[src/rtl/ifu_pkg.sv]
// rtl/ifu_pkg.sv - shared constants and types for the instruction aligner
package ifu_pkg;

    localparam int          PC_LEN     = 64;
    localparam logic [63:0] RST_PC     = 64'h0000_0000_8000_0000;

    // Opcode bits [1:0] that mark a full 32-bit instruction; anything else is RVC.
    localparam logic [1:0]  RVC_OPC_32 = 2'b11;

    // Halfword select for the FIFO head word.
    localparam logic        HW_LO      = 1'b0;   // [15:0]
    localparam logic        HW_HI      = 1'b1;   // [31:16]

    // Which way the next instruction is extracted from the head word.
    typedef enum logic [1:0] {
        ALIGN_LO   = 2'd0,   // start at low halfword
        ALIGN_HI   = 2'd1,   // start at high halfword
        ALIGN_JOIN = 2'd2    // finish a straddling 32-bit instruction
    } align_case_e;

    function automatic logic is_rvc(input logic [15:0] h);
        return h[1:0] != RVC_OPC_32;
    endfunction

endpackage

[src/rtl/ifu_inst_align.sv]
// rtl/ifu_inst_align.sv - splits 32-bit fetch words into RVC/32-bit instructions with PCs
module ifu_inst_align #(
    parameter int              PC_LEN = ifu_pkg::PC_LEN,
    parameter logic [PC_LEN-1:0] RST_PC = ifu_pkg::RST_PC
) (
    input  logic              clk,
    input  logic              rst,
    input  logic              flush,
    input  logic [PC_LEN-1:0] flush_pc,
    input  logic              fifo_empty,
    input  logic [31:0]       fifo_rdata,
    output logic              fifo_rready,
    output logic              inst_valid,
    input  logic              inst_ready,
    output logic [31:0]       inst,
    output logic [PC_LEN-1:0] inst_pc,
    output logic              inst_is_rvc
);
    import ifu_pkg::*;

    logic [PC_LEN-1:0] pc_next_q, pc_next_d;
    logic              off_q, off_d;
    logic              half_valid_q, half_valid_d;
    logic [15:0]       half_buf_q, half_buf_d;
    logic              inst_valid_q, inst_valid_d;
    logic [31:0]       inst_q, inst_d;
    logic [PC_LEN-1:0] inst_pc_q, inst_pc_d;
    logic              inst_is_rvc_q, inst_is_rvc_d;

    logic              adv;
    logic [15:0]       lo_half;
    logic [15:0]       hi_half;
    align_case_e       acase;
    logic              flush_pc_unused;

    // Redirect targets are halfword aligned, so bit 0 carries no information.
    assign flush_pc_unused = flush_pc[0];

    assign lo_half = fifo_rdata[15:0];
    assign hi_half = fifo_rdata[31:16];

    // The output slot is free (empty or being drained) and a head word is present.
    assign adv = (!inst_valid_q || inst_ready) && !fifo_empty && !flush && !rst;

    // Pick the extraction case from the halfword pointer and straddle buffer.
    always_comb begin
        acase = ALIGN_LO;
        if (half_valid_q) begin
            acase = ALIGN_JOIN;
        end else if (off_q == HW_HI) begin
            acase = ALIGN_HI;
        end
    end

    // Next-state for PC tracking, straddle buffer, output register and FIFO pop.
    always_comb begin
        pc_next_d     = pc_next_q;
        off_d         = off_q;
        half_valid_d  = half_valid_q;
        half_buf_d    = half_buf_q;
        inst_valid_d  = inst_valid_q;
        inst_d        = inst_q;
        inst_pc_d     = inst_pc_q;
        inst_is_rvc_d = inst_is_rvc_q;
        fifo_rready   = 1'b0;

        if (flush) begin
            inst_valid_d = 1'b0;
            half_valid_d = 1'b0;
            pc_next_d    = {flush_pc[PC_LEN-1:1], 1'b0};
            off_d        = flush_pc[1];
        end else begin
            // Decode took the entry; a new issue below overrides this with no bubble.
            if (inst_valid_q && inst_ready) begin
                inst_valid_d = 1'b0;
            end
            if (adv) begin
                case (acase)
                    ALIGN_LO: begin
                        inst_valid_d = 1'b1;
                        inst_pc_d    = pc_next_q;
                        if (is_rvc(lo_half)) begin
                            inst_d        = {16'h0, lo_half};
                            inst_is_rvc_d = 1'b1;
                            pc_next_d     = pc_next_q + PC_LEN'(2);
                            off_d         = HW_HI;
                        end else begin
                            inst_d        = fifo_rdata;
                            inst_is_rvc_d = 1'b0;
                            pc_next_d     = pc_next_q + PC_LEN'(4);
                            off_d         = HW_LO;
                            fifo_rready   = 1'b1;
                        end
                    end
                    ALIGN_HI: begin
                        fifo_rready = 1'b1;
                        off_d       = HW_LO;
                        if (is_rvc(hi_half)) begin
                            inst_valid_d  = 1'b1;
                            inst_d        = {16'h0, hi_half};
                            inst_pc_d     = pc_next_q;
                            inst_is_rvc_d = 1'b1;
                            pc_next_d     = pc_next_q + PC_LEN'(2);
                        end else begin
                            // Park the low half; the instruction completes from the next word.
                            half_buf_d   = hi_half;
                            half_valid_d = 1'b1;
                        end
                    end
                    ALIGN_JOIN: begin
                        inst_valid_d  = 1'b1;
                        inst_d        = {lo_half, half_buf_q};
                        inst_pc_d     = pc_next_q;
                        inst_is_rvc_d = 1'b0;
                        pc_next_d     = pc_next_q + PC_LEN'(4);
                        half_valid_d  = 1'b0;
                        off_d         = HW_HI;
                    end
                    default: begin
                    end
                endcase
            end
        end
    end

    // State registers with synchronous reset.
    always_ff @(posedge clk) begin
        if (rst) begin
            pc_next_q     <= RST_PC;
            off_q         <= RST_PC[1];
            half_valid_q  <= 1'b0;
            half_buf_q    <= 16'h0;
            inst_valid_q  <= 1'b0;
            inst_q        <= 32'h0;
            inst_pc_q     <= '0;
            inst_is_rvc_q <= 1'b0;
        end else begin
            pc_next_q     <= pc_next_d;
            off_q         <= off_d;
            half_valid_q  <= half_valid_d;
            half_buf_q    <= half_buf_d;
            inst_valid_q  <= inst_valid_d;
            inst_q        <= inst_d;
            inst_pc_q     <= inst_pc_d;
            inst_is_rvc_q <= inst_is_rvc_d;
        end
    end

    assign inst_valid  = inst_valid_q;
    assign inst        = inst_q;
    assign inst_pc     = inst_pc_q;
    assign inst_is_rvc = inst_is_rvc_q;

endmodule

[config.mk]
export PLATFORM = sky130hd
export DESIGN_NAME = ifu_inst_align
export DESIGN_NICKNAME = d
export VERILOG_FILES = /design/src/rtl/ifu_pkg.sv /design/src/rtl/ifu_inst_align.sv
export SDC_FILE = /design/constraint.sdc
export NUM_CORES = 1
export LEC_CHECK = 0
export CORE_MARGIN = 4
export CORE_UTILIZATION = 35
export DETAILED_ROUTE_END_ITERATION = 6
export GPL_ROUTABILITY_DRIVEN = 1
export PLACE_DENSITY = 0.57
export SKIP_LAST_GASP = 1
export SYNTH_ARGS = -nofsm -noshare
export SYNTH_HDL_FRONTEND = slang
export SYNTH_SLANG_ARGS = --single-unit
[constraint.sdc]
create_clock -name clk -period 3.67 [get_ports clk]
set_clock_uncertainty 0.15 [all_clocks]
set_input_delay 0.734 -clock clk [delete_from_list [all_inputs] [get_ports clk]]
set_output_delay 0.734 -clock clk [all_outputs]
set_load 0.01 [all_outputs]
; Yosys cells after proc, flatten, opt, wreduce, memory -nomap -nowiden
; Index checks and enable logic that the tools add are counted.
[op_classes]
bitwise = 2
n_reduce_logical = 24
mux = 28
eq_ne = 7
add_sub_neg = 2
[op_table]
columns = cell, n
row1 = $mux 64, 5
row2 = $pmux 64 s3, 1
row3 = $pmux 64 s2, 1
row4 = $pmux 32 s3, 1
row5 = $add 64x2->64 const B, 1
row6 = $add 64x3->64 const B, 1
row7 = $mux 32, 2
row8 = $mux 1, 12
row9 = $reduce_and 4->1, 3
row10 = $reduce_and 3->1, 3
row11 = $ne 2x2->1 const B, 4
row12 = $pmux 1 s2, 3
row13 = $pmux 1 s3, 2
row14 = $reduce_bool 2->1, 3
row15 = $logic_and 1x1->1, 4
row16 = $logic_not 1->1, 4
row17 = $reduce_bool 4->1, 1
row18 = $reduce_or 2->1, 2
row19 = $ne 3x3->1 const B, 1
row20 = $reduce_bool 3->1, 1
row21 = $eq 2x1->1 const B, 1
row22 = $eq 2x2->1 const B, 1
row23 = $logic_not 2->1, 1
row24 = $mux 2, 1
row25 = 3 further kinds, 4
[word_totals]
word_cells = 72
reg_bits = 180

; Longest topological paths before layout
[logic_depth]
depth_word = 7
depth_mapped = 9
depth_no_buf = 7

; Least setup slack after synthesis
; No wires, ideal clock.
[synth_path]
kind = input -> register
from = in fifo_rdata[0]
to = reg pc_next_q[61]
setup_time_ns = 0.116
path_stages = 7
slack_ns = 0.862
arrival_time_ns = 2.542
cell_sequence = and3b_1 -> nor4_1 -> o211ai_2 -> or4_1 -> buf_2 -> or3_1 -> a31o_1
[synth_via]
elab_chain_len = 5
[synth_rtl]
columns = element, line
row1 = start: declaration, ifu_inst_align.sv:11  ; input logic [31:0] fifo_rdata,
row2 = $ne 2x2->1, ifu_pkg.sv:22  ; return h[1:0] != RVC_OPC_32;
row3 = $mux 64, ifu_inst_align.sv:82  ; if (is_rvc(lo_half)) begin
row4 = $pmux 64 s3, ifu_inst_align.sv:78  ; case (acase)
row5 = $mux 64, ifu_inst_align.sv:77  ; if (adv) begin
row6 = $mux 64, ifu_inst_align.sv:67  ; if (flush) begin
row7 = end signal: assignment, ifu_inst_align.sv:138  ; pc_next_q <= pc_next_d;
row8 = end: declaration, ifu_inst_align.sv:21  ; logic [PC_LEN-1:0] pc_next_q, pc_next_d;
; Every way passes these cells. The select of a mux whose other input is x is not followed.
; A chain may end at the register's enable or synchronous reset.

; Worst setup path after layout
[layout_path]
from = in inst_ready
to = out fifo_rready
[layout_via]
elab_chain_len = 6
[layout_rtl]
columns = element, line
row1 = start: declaration, ifu_inst_align.sv:14  ; input logic inst_ready,
row2 = $logic_or 1x1->1, ifu_inst_align.sv:43  ; assign adv = (!inst_valid_q || inst_ready) && !fifo_empty && !flush && !rst;
row3 = $logic_and 1x1->1 (3 in a row), ifu_inst_align.sv:43
row4 = $mux 1, ifu_inst_align.sv:77
row5 = $mux 1, ifu_inst_align.sv:67
row6 = end: declaration, ifu_inst_align.sv:12  ; output logic fifo_rready,
; Every way passes these cells.

==> results_dict.tcl <==
set metrics [dict create \
    status "complete, no violations" \
    yosysUniqueCellTypes 72 \
    cts_buffers 17 \
    end_kind "output pin" \
    cts_tree "built" \
    synth.top_cells.by_area "dfxtp_1 (42%), nand2_1 (11%), a21oi_1 (7.2%)" \
    die_x_um 163 \
    relSlewSlack_pct 30.7 \
    ys.flop_type "dfxtp_1" \
    startpoint_type "input pin" \
    dr.pass1.iters 5 \
    clock_latency_ns 0.43 \
    synth.area.mux_share_pct 4.93 \
    cpPeakStageDelay_ns 0.55 \
    cp_common_cell "clkdlybuf4s50_1" \
    die_y_um 163 \
    first_global_vias 7741 \
    report.final.slew_viol_count 0 \
    ys_seq_area_share_pct 42.3 \
    initial_core_util_pct 35.8 \
    tightest_slew_ns 1.04 \
    syn_to_final_growth_pct 33.9 \
    synth_top_family_by_area "simple AND/OR/NAND/NOR gates" \
    rows 56 \
    synth_area_leader_cell "dfxtp_1" \
    max_freq_mhz 296 \
    mappedNetlistArea_mm2 0.00843 \
    drtIter0Drc 515 \
    p_leak_uw 0.00375 \
    crit_arrival_ns 2.50 \
    grtUsageTotal_pct 20.1 \
    setup_viol 0 \
    fill_cells 2394 \
    syn_inst 1082 \
    place_inst 1542 \
    cp_max_fo 5 \
    cts.path.max_buffers 2 \
    synth-simple-area-share_pct 27.0 \
    vias 8307 \
    routed_wl_mm 27.0 \
    fin_crit_sh_pct 92.1 \
    hold_viol_final 0 \
    synth_compound_area_share_pct 19.0 \
    ctsResizeCount 0 \
    clock_sinks 178 \
    dpl.hpwl_mm 18.6 \
    grt_antenna_before_repair 3 \
    drc 0 \
    routedWlPerCell_um 17.2 \
    cp_data_required_time_ns 2.79 \
    fin_area_mm2 0.0113 \
    ir_drop_mv 0.224 \
    path_cells "clkdlybuf4s50_1, nor2b_1, nor2_1, nand2_1, nor3_1, clkdlybuf4s50_1" \
    place_area_mm2 0.0107 \
    io_pins 200 \
    cts_max_level 4 \
    layout.cells.non_filler 1574 \
    syn-num-nets 1185 \
    antenna_cells 0 \
    grt_max_degree 94 \
    rsz0062_at_grt "no" \
    synth_most_common_cell "nand2_1" \
    yosys_warnings 0 \
    clk_pin_slew_ns 0.06 \
    maxCapViolations 0 \
    p_total_uw 4430 \
    cts-hold-fix-buffers 0 \
    cts_setup_buffers 0 \
    nets 1345 \
    synth_edf_count 0 \
    drive_above_1_share_pct 6.93 \
    ant_nets 0 \
    yosys_register_bits 178 \
    portBuffers 197 \
    core-area_mm2 0.0235 \
    grt_pass1_wl_mm 43.1 \
    hp-class "reg -> reg" \
    async_flop_share_pct 0 \
    gp_congestion 0.783 \
    cp_slowest_cell "clkdlybuf4s50_1" \
    synthAdderAreaFrac_pct 0.297 \
    finalCriticalPeriod_ns 3.38 \
    synth_top_area_share_pct 42.3 \
    syn_avg_cell_area_um2 7.79 \
    die_area_mm2 0.0266 \
    critPathKind "in -> out" \
    cts_root_buf "clkbuf_16" \
    pwr_density_cell_mw_per_mm2 392 \
    vias_per_cell 5.28 \
    grt_overflow 0 \
    cpLargestDelayFamily "buffers and inverters" \
    tns_ns 0 \
    synth_xor_area_share_pct 1.35 \
    crit_buf_inv 2 \
    synthTopCellsByCount "nand2_1 (242), dfxtp_1 (178), a21oi_1 (122)" \
]
-- tightest hold or removal path: stages, from the launching register on --
cell,delay (ns)
dfxtp_1,0.31
nand2_1,0.05
a21oi_1,0.05
-- where the power goes --
group	leakage (uW)	switching, uW	internal [uW]
clock	0.000281	847	980
combinational	0.00202	257	257
sequential	0.00145	82.9	2000
-- final timing paths --
kind,startpoint,endpoint,slack [ns],depth (start not counted)
max,inst_ready,fifo_rready,0.29,6
min,inst_pc[25]$_SDFFE_PP0P_,inst_pc[25]$_SDFFE_PP0P_,0.30,2
min reg2reg,inst_pc[25]$_SDFFE_PP0P_,inst_pc[25]$_SDFFE_PP0P_,0.30,2
max reg2reg,pc_next_q[22]$_SDFFE_PP0P_,pc_next_q[61]$_SDFFE_PP0P_,0.81,6
-- per-layer routing --
metal | track usage (%) | vias up | share of wire [%]
met5 | 0 | - | 0.14
met4 | 5.03 | 6 | 1.5
met3 | 6.56 | 34 | 8.3
met2 | 30.6 | 245 | 44
met1 | 27.7 | 3858 | 46
li1 | - | 4164 | -
-- final cells by class --
cell class | count | area (um2) | area share, %
clock buffers | 19 | 443 | 3.92
clock inverters | 13 | 145 | 1.29
inverters | 15 | 56.3 | 0.499
multi-input cells | 803 | 4450 | 39.4
flip-flops and latches | 178 | 3560 | 31.6
well taps | 319 | 399 | 3.54
repair buffers | 227 | 2230 | 19.7
-- flip-flops by register name, summed over array words and instances, names as in the netlist --
| register | cells |
|---|---|
| inst_pc | 63 |
| inst | 32 |
| inst_is_rvc | 1 |
| half_buf_q | 16 |
| off_q | 1 |
| inst_valid | 1 |
| half_valid_q | 1 |
| pc_next_q | 63 |
-- placed cells by master, fill, tap and decap left out, types with 13 or more instances in the layout --
master | Yosys | layout
nand2_1 | 242 | 242
clkdlybuf4s50_1 | 0 | 195
dfxtp_1 | 178 | 178
a21oi_1 | 122 | 122
nor2_1 | 72 | 72
nand3_1 | 38 | 38
nor3_1 | 37 | 37
mux2i_1 | 37 | 37
o21ai_0 | 31 | 31
buf_4 | 1 | 28
a221oi_1 | 20 | 20
a31oi_1 | 18 | 18
nand4_1 | 17 | 17
clkbuf_16 | 0 | 17
inv_1 | 14 | 14
or3_1 | 13 | 13
-- cell families (layout without fill, tap and decap cells) --
kind of cell               count (synthesis)  count (layout)
DFF                                      178             178
AOI/OAI and AO/OA                        259             259
muxes                                     41              41
adders and majority gates                  2               2
and+or+nand+nor                          487             487
other                                      1               1
xor gates and xnor gates                  13              13
buffers and inverters                    101             274
-- stage by stage --
| stage | setup slack [ns] | hold slack [ns] | utilization, % |
|---|---|---|---|
| floorplan | 0.862 | 0.282 | - |
| global placement | 0.146 | 0.290 | 45.4 |
| detailed placement | 0.0829 | 0.296 | 45.4 |
| CTS | 0.317 | 0.306 | 47.9 |
| global route | 0.164 | 0.324 | 47.9 |
| finish | 0.288 | 0.304 | 47.9 |
No activity file was read; power rests on OpenSTA's default activity.
